### src/rtl/synth_audio_pkg.sv
// Shared types and constants for the synth audio playback path.
// Exports frame geometry, the player FSM state type, the stereo frame word
// layout, and a helper that expands a stereo word into the 64-bit I2S frame.
package synth_audio_pkg;

  localparam int unsigned FRAME_BITS  = 64;
  localparam int unsigned SLOT_BITS   = 32;
  localparam int unsigned SAMPLE_BITS = 16;
  localparam int unsigned BIT_CNT_W   = $clog2(FRAME_BITS);

  typedef enum logic [1:0] {
    IDLE,
    PRIME_RD,
    PRIME_WAIT,
    PLAY
  } player_state_t;

  // Left occupies the upper half of the BRAM word.
  typedef struct packed {
    logic signed [SAMPLE_BITS-1:0] left;
    logic signed [SAMPLE_BITS-1:0] right;
  } stereo_frame_t;

  // Standard I2S: each sample's MSB sits one BCLK after the LRCLK edge,
  // the remainder of each 32-bit slot is padded with zeros.
  function automatic logic [FRAME_BITS-1:0] build_frame(input stereo_frame_t w);
    return {1'b0, w.left, {SAMPLE_BITS{1'b0}}, w.right,
            {(SLOT_BITS - SAMPLE_BITS - 1){1'b0}}};
  endfunction

endpackage

### src/rtl/i2s_clkgen.sv
// I2S bit-clock generator.
// Divides the fabric clock down to BCLK and tracks the bit position within a
// 64-bit frame.
//   clk_i      fabric clock
//   rst_ni     asynchronous active-low reset
//   bclk_o     bit clock, half-period of CLK_DIV clk cycles
//   fall_evt_o high during the clk cycle whose closing edge drives BCLK 1->0
//   bit_cnt_o  current bit position in the frame (0..63)
module i2s_clkgen
  import synth_audio_pkg::*;
#(
  parameter int unsigned CLK_DIV = 8
) (
  input  logic                 clk_i,
  input  logic                 rst_ni,
  output logic                 bclk_o,
  output logic                 fall_evt_o,
  output logic [BIT_CNT_W-1:0] bit_cnt_o
);

  localparam int unsigned DivW = (CLK_DIV > 1) ? $clog2(CLK_DIV) : 1;

  logic [DivW-1:0]      div_cnt_q, div_cnt_d;
  logic                 bclk_q, bclk_d;
  logic [BIT_CNT_W-1:0] bit_cnt_q, bit_cnt_d;
  logic                 term_cnt;

  assign term_cnt   = (div_cnt_q == DivW'(CLK_DIV - 1));
  assign fall_evt_o = term_cnt && bclk_q;

  always_comb begin
    div_cnt_d = term_cnt ? '0 : div_cnt_q + 1'b1;
    bclk_d    = term_cnt ? ~bclk_q : bclk_q;
    bit_cnt_d = fall_evt_o ? bit_cnt_q + 1'b1 : bit_cnt_q;
  end

  always_ff @(posedge clk_i or negedge rst_ni) begin
    if (!rst_ni) begin
      div_cnt_q <= '0;
      bclk_q    <= 1'b0;
      bit_cnt_q <= '0;
    end else begin
      div_cnt_q <= div_cnt_d;
      bclk_q    <= bclk_d;
      bit_cnt_q <= bit_cnt_d;
    end
  end

  assign bclk_o    = bclk_q;
  assign bit_cnt_o = bit_cnt_q;

endmodule

### src/rtl/synth_bram_i2s_player.sv
// Plays stereo frames from a BRAM ring out over I2S.
// One 32-bit word ({left, right}) per frame is fetched from BRAM port A and
// serialised as a 64-BCLK I2S frame; BCLK/LRCLK run continuously.
//   clk, rstn           fabric clock, asynchronous active-low reset
//   enable              playback request
//   BRAM_*              read-only BRAM port A (1-clk read latency)
//   audio_I2S_*         bit clock, LRCLK (0 = left) and serial data
//   rd_idx              ring index of the next word to fetch
//   frame_strobe        one-clk pulse after every frame boundary
module synth_bram_i2s_player
  import synth_audio_pkg::*;
#(
  parameter int unsigned CLK_DIV   = 8,
  parameter int unsigned DEPTH     = 256,
  parameter logic [31:0] BASE_ADDR = 32'h0
) (
  input  logic                     clk,
  input  logic                     rstn,
  input  logic                     enable,
  output logic [31:0]              BRAM_addr,
  output logic                     BRAM_clk,
  output logic [31:0]              BRAM_din,
  input  logic [31:0]              BRAM_dout,
  output logic                     BRAM_en,
  output logic                     BRAM_rst,
  output logic [3:0]               BRAM_we,
  output logic                     audio_I2S_bclk,
  output logic                     audio_I2S_pblrc,
  output logic                     audio_I2S_pbdat,
  output logic [$clog2(DEPTH)-1:0] rd_idx,
  output logic                     frame_strobe
);

  localparam int unsigned IdxW = $clog2(DEPTH);

  logic                  fall_evt;
  logic [BIT_CNT_W-1:0]  bit_cnt, bit_cnt_nxt;
  logic                  boundary, fetch_evt;
  logic [FRAME_BITS-1:0] frame_vec;

  player_state_t         state_q, state_d;
  logic                  en_q, en_d;
  logic                  cap_q, cap_d;
  stereo_frame_t         next_word_q, next_word_d;
  logic                  next_valid_q, next_valid_d;
  logic [IdxW-1:0]       rd_idx_q, rd_idx_d;
  logic                  stop_q, stop_d;
  logic [FRAME_BITS-1:0] sr_q, sr_d;
  logic                  pbdat_q, pbdat_d;
  logic                  pblrc_q, pblrc_d;
  logic                  strobe_q, strobe_d;

  i2s_clkgen #(
    .CLK_DIV(CLK_DIV)
  ) u_clkgen (
    .clk_i     (clk),
    .rst_ni    (rstn),
    .bclk_o    (audio_I2S_bclk),
    .fall_evt_o(fall_evt),
    .bit_cnt_o (bit_cnt)
  );

  assign bit_cnt_nxt = bit_cnt + 1'b1;
  assign boundary    = fall_evt && (bit_cnt == BIT_CNT_W'(FRAME_BITS - 1));
  // Fetch on entry to the right slot, but never over an unplayed prefetch
  // (happens when priming completes early in an idle frame).
  assign fetch_evt   = (state_q == PLAY) && !stop_q && !next_valid_q && fall_evt &&
                       (bit_cnt == BIT_CNT_W'(SLOT_BITS - 1));
  assign frame_vec   = next_valid_q ? build_frame(next_word_q) : '0;

  always_comb begin
    state_d      = state_q;
    en_d         = 1'b0;
    cap_d        = en_q;
    next_word_d  = next_word_q;
    next_valid_d = next_valid_q;
    rd_idx_d     = rd_idx_q;
    stop_d       = stop_q;
    sr_d         = sr_q;
    pbdat_d      = pbdat_q;
    pblrc_d      = pblrc_q;
    strobe_d     = boundary;

    unique case (state_q)
      IDLE: begin
        if (enable) begin
          state_d = PRIME_RD;
          en_d    = 1'b1;
        end
      end
      PRIME_RD:   state_d = PRIME_WAIT;
      PRIME_WAIT: state_d = PLAY;
      PLAY: begin
        if (fetch_evt) en_d = 1'b1;
        // enable is only looked at on frame boundaries; a drop lets the
        // already-prefetched word play out one more frame before going idle.
        if (boundary) begin
          if (stop_q) begin
            state_d = IDLE;
            stop_d  = 1'b0;
          end else if (!enable) begin
            stop_d = 1'b1;
          end
        end
      end
      default: state_d = IDLE;
    endcase

    if (fall_evt) begin
      pblrc_d = (bit_cnt_nxt >= BIT_CNT_W'(SLOT_BITS));
      if (boundary) begin
        pbdat_d      = frame_vec[FRAME_BITS-1];
        sr_d         = {frame_vec[FRAME_BITS-2:0], 1'b0};
        next_valid_d = 1'b0;
      end else begin
        pbdat_d = sr_q[FRAME_BITS-1];
        sr_d    = {sr_q[FRAME_BITS-2:0], 1'b0};
      end
    end

    // Capture wins over the boundary clear so a word landing on the boundary
    // cycle still plays in the following frame.
    if (cap_q) begin
      next_word_d  = stereo_frame_t'(BRAM_dout);
      next_valid_d = 1'b1;
      rd_idx_d     = (rd_idx_q == IdxW'(DEPTH - 1)) ? '0 : rd_idx_q + 1'b1;
    end

    if ((state_q == PLAY) && boundary && stop_q) begin
      rd_idx_d     = '0;
      next_valid_d = 1'b0;
    end
  end

  always_ff @(posedge clk or negedge rstn) begin
    if (!rstn) begin
      state_q      <= IDLE;
      en_q         <= 1'b0;
      cap_q        <= 1'b0;
      next_word_q  <= '0;
      next_valid_q <= 1'b0;
      rd_idx_q     <= '0;
      stop_q       <= 1'b0;
      sr_q         <= '0;
      pbdat_q      <= 1'b0;
      pblrc_q      <= 1'b0;
      strobe_q     <= 1'b0;
    end else begin
      state_q      <= state_d;
      en_q         <= en_d;
      cap_q        <= cap_d;
      next_word_q  <= next_word_d;
      next_valid_q <= next_valid_d;
      rd_idx_q     <= rd_idx_d;
      stop_q       <= stop_d;
      sr_q         <= sr_d;
      pbdat_q      <= pbdat_d;
      pblrc_q      <= pblrc_d;
      strobe_q     <= strobe_d;
    end
  end

  assign BRAM_addr       = BASE_ADDR + (32'(rd_idx_q) << 2);
  assign BRAM_clk        = clk;
  assign BRAM_din        = '0;
  assign BRAM_en         = en_q;
  assign BRAM_rst        = 1'b0;
  assign BRAM_we         = '0;
  assign audio_I2S_pblrc = pblrc_q;
  assign audio_I2S_pbdat = pbdat_q;
  assign rd_idx          = rd_idx_q;
  assign frame_strobe    = strobe_q;

endmodule

### config.mk
export PLATFORM = sky130hd
export DESIGN_NAME = synth_bram_i2s_player
export DESIGN_NICKNAME = d
export VERILOG_FILES = /design/src/rtl/synth_audio_pkg.sv /design/src/rtl/i2s_clkgen.sv /design/src/rtl/synth_bram_i2s_player.sv
export SDC_FILE = /design/constraint.sdc
export NUM_CORES = 1
export LEC_CHECK = 0
export ABC_AREA = 0
export CAP_MARGIN = 10
export CORE_MARGIN = 2
export CORE_UTILIZATION = 45
export DETAILED_ROUTE_END_ITERATION = 6
export HOLD_SLACK_MARGIN = 0.15
export PLACE_DENSITY = 0.74
export SLEW_MARGIN = 15
export SYNTH_ARGS = -nofsm -noshare
export SYNTH_HDL_FRONTEND = slang
export SYNTH_SLANG_ARGS = --single-unit
### constraint.sdc
create_clock -name clk -period 2.7 [get_ports clk]
set_input_delay 0.81 -clock clk [delete_from_list [all_inputs] [get_ports clk]]
set_output_delay 0.81 -clock clk [all_outputs]
set_load 0.005 [all_outputs]
==> impl_metrics.json, run 1 <==
{
  "avgSynthCellArea_sq_um": 12.28,
  "n_antenna_cell": 0,
  "rrSetupSlack_ns": 0.36,
  "antenna_found_initial": 0,
  "grt_pass1_vias": 2984,
  "cap_violations": 0,
  "critPathKind": "clock port to output pin",
  "die_y_um": 108.0,
  "power_mw": 2.936,
  "die-area_sq_um": 11660,
  "worst_pin_slew_ns": 0.9127,
  "hpwl_um": 5403,
  "synthToLayoutAreaGrowth_pct": 14.18,
  "synth_area_sq_um": 4863,
  "yosys.area_share.xor_xnor_pct": 1.621,
  "grt_max_degree": 49,
  "avgRoutedWirePerCell_um": 13.90,
  "synthFlopType": "dfrtp_1",
  "cts_tree": "yes",
  "grt_first_pass_wirelength_um": 13990,
  "slew_headroom_pct": 39.16,
  "gp_congestion": 0.7789,
  "reg2regPathDepth": 6,
  "yosys_warnings": 0,
  "start_util_pct": 46.69,
  "synth_top_family_by_area": "compound AO/OA/AOI/OAI gates",
  "p_leak_nw": 2.882,
  "final_hold_viol_count": 0,
  "status": "complete, no violations",
  "ys_ff_latch": 106,
  "dr.first_iter.drc_count": 141,
  "ys_seq_area_share_pct": 54.54,
  "final_core_util_pct": 53.31,
  "setup_viol": 0,
  "dpl_cell_area_sq_um": 5254,
  "finalClockSkew_ns": 0.01070,
  "dr.pass1.iters": 6,
  "synth_edf_count": 0,
  "vias": 2958,
  "drt-total-wl_um": 8129,
  "cts_setup_buffers": 0,
  "rsz0062_at_grt": "no",
  "synth_adder_area_share_pct": 2.058,
  "fin_tns_setup_ns": 0,
  "coreArea_sq_um": 10420,
  "grt_use_total_pct": 15.30,
  "fin_area_sq_um": 5553,
  "ioPinCount": 118,
  "yosys-mux-area-fraction_pct": 8.361,
  "yosys.area_share.simple_pct": 5.428,
  "r2r-start": "u_clkgen.div_cnt_q[0]",
  "vias_per_cell": 5.056,
  "mostFrequentLayoutCells": "106 x dfrtp_1, 61 x conb_1, 54 x clkdlybuf4s50_1",
  "drc_errors": 0,
  "slew_violations": 0,
  "crit_fanout": 2,
  "layout_commonest_cell": "dfrtp_1",
  "worst_setup_path_start_kind": "clock port",
  "ir_drop_mv": 0.3978,
  "worst_ep_arrival_time_ns": 1.82,
  "ys_types": 40,
  "dieWidth_um": 108.0,
  "min_path_type": "input port to async pin",
  "endpoint_kind": "output pin",
  "synth_compound_area_share_pct": 14.69,
  "crit_path_end": "BRAM_clk",
  "clock_latency_ns": 0.47,
  "syn_inst": 396,
  "synthArstFlopShare_pct": 100.0,
  "clk_pin_slew_worst_paths_ns": 0.11,
  "crit_path_start": "clk",
  "powerDensity_nw_per_um2": 528.8,
  "drive_gt1_share_pct": 15.14,
  "nets": 487,
  "gr-total-overflow": 0,
  "ant_nets": 0,
  "rows": 37,
  "crit_required_ns": 1.89,
  "r2r-end": "sr_q[16]",
  "portBuffers": 56
}
==> cell type report <==
type                       instances  area [sq um]
sequential                       106          2653
inverter                           5         18.77
tap                              136         170.2
clock inverter                     7         107.6
clock buffer                      13         173.9
fill                             911          4863
timing repair buffer              61         625.6
multi-input combinational        257          1804
==> cell usage after synthesis, types with 2 or more instances <==
master    count  area share [%]
nand2_1      27             2.1
a311oi_1      2            0.36
a21oi_1       2            0.21
o221a_2       7             1.6
clkbuf_1      5            0.39
mux2_2       32             7.4
ha_1          8             2.1
nor2_1       14             1.1
xnor2_1       5            0.90
buf_6         2            0.46
and2_1        3            0.39
xor2_1        4            0.72
buf_1         2            0.15
a21o_1       24             3.7
buf_2         7            0.72
mux2i_1       2            0.41
dfrtp_1     106              55
a22o_1       42             7.6
inv_1         5            0.39
buf_4        72              11
nand3_1       4            0.41
nand4_1       3            0.39
==> worst max-delay path: stages <==
cell and delay, ns:
clkbuf_8 0.11, clkbuf_8 0.12, dlygate4sd2_1 0.25
==> registers in the layout, indices dropped and copies added (netlist names), 2 cells and up <==
register            cells
u_clkgen.div_cnt_q      3
u_clkgen.bit_cnt_o      5
next_word_q            32
state_q                 2
sr_q                   48
rd_idx                  8
==> how the worst min path moves through the flow <==
| stage | end | start | slack, ns | depth (start not counted) |
|---|---|---|---|---|
| global route | next_word_q[3] | rstn | 0.34 | 1 |
| detailed placement | cap_q | BRAM_en | 0.38 | 0 |
| floorplan | cap_q | BRAM_en | 0.38 | 0 |
| global placement | cap_q | BRAM_en | 0.37 | 0 |
| finish | next_word_q[3] | rstn | 0.32 | 1 |
| CTS | next_word_q[3] | rstn | 0.34 | 1 |
==> where the power goes <==
group / leakage (nW) / internal [mW] / switching [mW]
Sequential: 1.45 / 1.59 / 0.000818
Combinational: 1.29 / 0.0477 / 0.0574
Clock: 0.141 / 0.649 / 0.595
==> routing by layer <==
layer / routed length (um) / part of all wire [%] / track usage, % / vias up
met5: 0 / 0 / 0 / -
met4: 119 / 1.5 / 6.502 / 0
met3: 433 / 5.3 / 3.737 / 10
met2: 3938 / 48 / 23.99 / 114
met1: 3638 / 45 / 20.38 / 1476
li1: - / - / - / 1358
==> through the flow <==
stage	std cells	hold slack [ns]	worst slack, ns
3_5_place_dp	565	0.3779	0.1264
5_1_grt	585	0.3383	0.04610
2_1_floorplan	456	0.3757	0.4293
6_report	585	0.3212	0.06511
4_1_cts	584	0.3390	0.05598
3_3_place_gp	565	0.3729	0.1264
==> timing repair <==
item,4_1_cts,5_1_grt
endpoints found under the hold margin,0,0
setup endpoints to repair,1,0
hold buffers,0,0
gates resized for setup,1,0
==> logic make-up after synthesis <==
kind of cell / after synthesis
xor gates and xnor gates: 9
other: 1
and+or+nand+nor: 59
DFF: 106
muxes: 36
adders and majority gates: 8
AOI/OAI and AO/OA: 84
buffers and inverters: 93
Power figures use the tool's default switching activity.
==> inputs of run 2 (changes only) <==
--- a/config.mk
+++ b/config.mk
@@ -8,11 +8,12 @@
 export ABC_AREA = 0
 export CAP_MARGIN = 10
 export CORE_MARGIN = 2
-export CORE_UTILIZATION = 45
+export CORE_UTILIZATION = 40
 export DETAILED_ROUTE_END_ITERATION = 6
 export HOLD_SLACK_MARGIN = 0.15
-export PLACE_DENSITY = 0.74
-export SLEW_MARGIN = 15
+export PLACE_DENSITY = 0.67
+export SKIP_CTS_REPAIR_TIMING = 1
+export SLEW_MARGIN = 20
 export SYNTH_ARGS = -nofsm -noshare
 export SYNTH_HDL_FRONTEND = slang
 export SYNTH_SLANG_ARGS = --single-unit
==> impl_metrics.json, run 2 (synthesis gave the netlist of run 1 again) <==
{
  "status": "complete, no violations",
  "crit_required_ns": 1.89,
  "cap_violations": 0,
  "rows": 40,
  "largest_register": "sr_q",
  "ant_nets": 0,
  "reg2regPathDepth": 6,
  "ioPinCount": 118,
  "dp_slack_ns": 0.1264,
  "mostFrequentLayoutCells": "106 x dfrtp_1, 61 x conb_1, 54 x clkdlybuf4s50_1",
  "slew_headroom_pct": 37.21,
  "placed_cells": 578,
  "finalClockSkew_ns": 0.004674,
  "n_antenna_cell": 0,
  "worst_ep_arrival_time_ns": 1.73,
  "min_path_type": "input port to async pin",
  "critPathKind": "clock port to output pin",
  "setup_viol": 0,
  "dpl_cell_area_sq_um": 5271,
  "rrSetupSlack_ns": 0.32,
  "gr-total-overflow": 0,
  "r2r-end": "sr_q[16]",
  "drt-met1-wl_um": 3581,
  "portBuffers": 56,
  "clock_latency_ns": 0.45,
  "p_leak_nw": 2.952,
  "drc_errors": 0,
  "grt_pass1_vias": 3004,
  "drive_gt1_share_pct": 15.11,
  "layout_commonest_cell": "dfrtp_1",
  "nets": 488,
  "hpwl_um": 5433,
  "dieWidth_um": 114.3,
  "slew_violations": 0,
  "r2r-start": "u_clkgen.div_cnt_q[0]",
  "vias": 2965,
  "stdcell_count": 597,
  "synthToLayoutAreaGrowth_pct": 16.77,
  "endpoint_kind": "output pin",
  "fin_area_sq_um": 5679,
  "coreArea_sq_um": 11960,
  "wl_met3_um": 469,
  "rsz0062_at_grt": "no",
  "ir_drop_mv": 0.3810,
  "gp_congestion": 0.7374,
  "top_layer": "met4",
  "avgRoutedWirePerCell_um": 13.85,
  "drt-total-wl_um": 8269,
  "die-area_sq_um": 13060,
  "clk_pin_slew_worst_paths_ns": 0.07,
  "final_core_util_pct": 47.48,
  "grt_max_degree": 48,
  "vias_per_cell": 4.966,
  "grt_use_total_pct": 13.94,
  "worst_pin_slew_ns": 0.9418,
  "cts_tree": "yes",
  "dr.pass1.iters": 4,
  "worst_slack_ns": 0.1573,
  "die_y_um": 114.3,
  "final_hold_viol_count": 0,
  "route.met2.wl_um": 4119,
  "fin_tns_setup_ns": 0,
  "start_util_pct": 40.66,
  "worst_setup_path_start_kind": "clock port",
  "antenna_found_initial": 0,
  "powerDensity_nw_per_um2": 591.6,
  "crit_fanout": 2,
  "dr.first_iter.drc_count": 194,
  "grt_first_pass_wirelength_um": 14320,
  "largest_register_ffs": 48
}
## run 2: area by class of cell
type                       count  area (sq um)
fill                        1091          6282
sequential                   106          2653
multi-input combinational    257          1793
timing repair buffer          62         613.1
clock buffer                  16         344.1
tap                          147         183.9
clock inverter                 4         73.82
inverter                       5         18.77
## run 2: worst max-delay path, stage by stage
cell and delay [ns]:
clkbuf_16 0.12, clkbuf_16 0.13, dlymetal6s2s_1 0.14
## run 2: how the worst max path moves through the flow
stage,end,slack [ns],cells past startpoint,from
6_report,BRAM_clk,0.16,3,clk
5_1_grt,sr_q[16],0.11,6,u_clkgen.div_cnt_q[0]
4_1_cts,BRAM_clk,-0.15,3,clk
3_5_place_dp,BRAM_clk,0.13,1,clk
3_3_place_gp,BRAM_clk,0.13,1,clk
2_1_floorplan,BRAM_clk,0.43,1,clk
## run 2: layer usage
layer / up-vias / global-route usage [%]
met5: - / 0
met4: 0 / 5.691
met3: 8 / 4.023
met2: 116 / 23.13
met1: 1478 / 17.15
li1: 1363 / -
## run 2: power by group
group	total [mW]	switching (mW)	leakage [nW]	internal, mW
clock network	1.66	0.591	0.213	1.07
registers	1.59	0.000871	1.45	1.59
logic	0.107	0.0583	1.29	0.0486
total	3.36	0.651	2.95	2.71
## run 2: through the flow
stage	power, mW	hold WS (ns)
6_report	3.360	0.3632
5_1_grt	3.489	0.3989
4_1_cts	3.406	0.3840
3_5_place_dp	1.759	0.3699
3_3_place_gp	1.758	0.3724
2_1_floorplan	1.728	0.3757
==> inputs of run 3 (changes only) <==
==> constraint.sdc (replaced) <==
create_clock -name clk -period 3.3 [get_ports clk]
set_input_delay 0.99 -clock clk [delete_from_list [all_inputs] [get_ports clk]]
set_output_delay 0.99 -clock clk [all_outputs]
set_load 0.005 [all_outputs]
==> impl_metrics.json, run 3 (synthesis gave the netlist of run 1 again) <==
{
  "cp_top_family": "buffers and inverters",
  "holdPathStages": 0,
  "fin_area_sq_um": 5619,
  "reg2regPathDepth": 7,
  "rsz0062_at_grt": "no",
  "n_antenna_cell": 0,
  "drc_errors": 0,
  "vias": 2942,
  "met1_usage_pct": 16.14,
  "die_y_um": 114.3,
  "worst_ep_arrival_time_ns": 2.03,
  "layout_commonest_cell": "dfrtp_1",
  "clk_pin_slew_worst_paths_ns": 0.07,
  "ir_drop_mv": 0.2318,
  "status": "complete, no violations",
  "worst_setup_path_start_kind": "clock port",
  "clock_latency_ns": 0.46,
  "worst_pin_slew_ns": 0.6205,
  "slew_violations": 0,
  "final_hold_viol_count": 0,
  "worst-path-stages": 3,
  "met3_usage_pct": 4.129,
  "grt_pass1_vias": 2930,
  "critPathKind": "clock port to output pin",
  "slew_headroom_pct": 58.64,
  "dr.pass1.iters": 4,
  "largest_register_ffs": 48,
  "portBuffers": 56,
  "powerDensity_nw_per_um2": 463.9,
  "drt-total-wl_um": 8063,
  "vias_per_cell": 4.945,
  "finalClockSkew_ns": 0.009040,
  "avgRoutedWirePerCell_um": 13.55,
  "worst_slack_ns": 0.2768,
  "cts_tree": "yes",
  "p_leak_nw": 2.917,
  "drive_gt1_share_pct": 14.73,
  "synthToLayoutAreaGrowth_pct": 15.54,
  "hpwl_um": 5262,
  "crit_chain": "clkbuf_16 > clkbuf_16 > dlymetal6s2s_1",
  "cp_num_buf_inv": 3,
  "ioPinCount": 118,
  "dieWidth_um": 114.3,
  "min_path_type": "register to register",
  "coreArea_sq_um": 11960,
  "grt_use_total_pct": 13.49,
  "slowest_stage": "dlymetal6s2s_1",
  "grt_first_pass_wirelength_um": 13630,
  "largest_register": "sr_q",
  "grt_max_degree": 58,
  "start_util_pct": 40.66,
  "cap_violations": 0,
  "rows": 40,
  "endpoint_kind": "output pin",
  "crit_top_cell": "clkbuf_16",
  "antenna_found_initial": 0,
  "ant_nets": 0,
  "grt_use_met2_pct": 22.54,
  "dp_slack_ns": 0.2464,
  "cpPeakStageDelay_ns": 0.14,
  "nets": 486,
  "gr-total-overflow": 0,
  "dpl_cell_area_sq_um": 5256,
  "mostFrequentLayoutCells": "106 x dfrtp_1, 61 x conb_1, 54 x clkdlybuf4s50_1",
  "dr.first_iter.drc_count": 163,
  "setup_viol": 0,
  "busiest_layer": "met2",
  "fillers": 1080,
  "die-area_sq_um": 13060,
  "crit_required_ns": 2.31,
  "crit_fanout": 2,
  "gp_congestion": 0.7561
}
-- run 3: cell count changes in the layout (fill, tap and decap cells not counted) --
| cell | delta |
|---|---|
| clkinv_2 | -1 |
| clkinvlp_4 | +1 |
| inv_6 | +3 |
| buf_4 | -2 |
| bufinv_16 | -2 |
| clkbuf_8 | -1 |
-- run 3: final timing paths --
kind,start,endpoint,slack (ns)
max,clk,BRAM_clk,0.28
min,BRAM_en,cap_q,0.41
max reg2reg,u_clkgen.div_cnt_q[0],sr_q[63],1.20
min reg2reg,BRAM_en,cap_q,0.41
max in group asynchronous,rstn,u_clkgen.div_cnt_q[0],2.03
min in group asynchronous,rstn,next_word_q[5],0.55
-- run 3: layout make-up --
class	instances	area, sq um	area share [%]
Multi-Input combinational cell	257	1793	31.91
Timing Repair Buffer	60	598.1	10.64
Clock buffer	15	330.3	5.878
Tap cell	147	183.9	3.273
Clock inverter	5	42.54	0.7571
Sequential cell	106	2653	47.21
Inverter	5	18.77	0.3340
-- run 3: where the power goes --
part	leakage, nW	total, mW	switching, mW	internal (mW)
combinational	1.28	0.0859	0.0476	0.0383
clock	0.187	1.22	0.508	0.713
sequential	1.45	1.30	0.000647	1.30
total	2.92	2.61	0.557	2.05
-- run 3: per-stage QoR --
stage	utilization (%)	total power, mW	std cells	hold WS [ns]	TNS [ns]
detailed placement	43.94	1.438	576	0.3925	0
global placement	43.94	1.436	576	0.3767	0
floorplan	-	1.414	456	0.3757	0
global route	46.98	2.708	595	0.4224	0
CTS	46.96	2.641	595	0.4090	-0.02276
finish	46.98	2.607	595	0.4142	0
-- run 3: worst register-to-register path, stage by stage (launching register included) --
cell	delay, ns
dfrtp_1	0.38
ha_1	0.20
ha_1	0.23
and4_1	0.25
and3_1	0.30
and2_1	0.21
buf_4	0.21
a21o_1	0.21
-- run 3: layer usage --
layer / vias up / part of all wire, %
met3: 12 / 5.4
li1: 1365 / -
met1: 1462 / 44
met5: - / 0
met4: 0 / 1.6
met2: 103 / 49
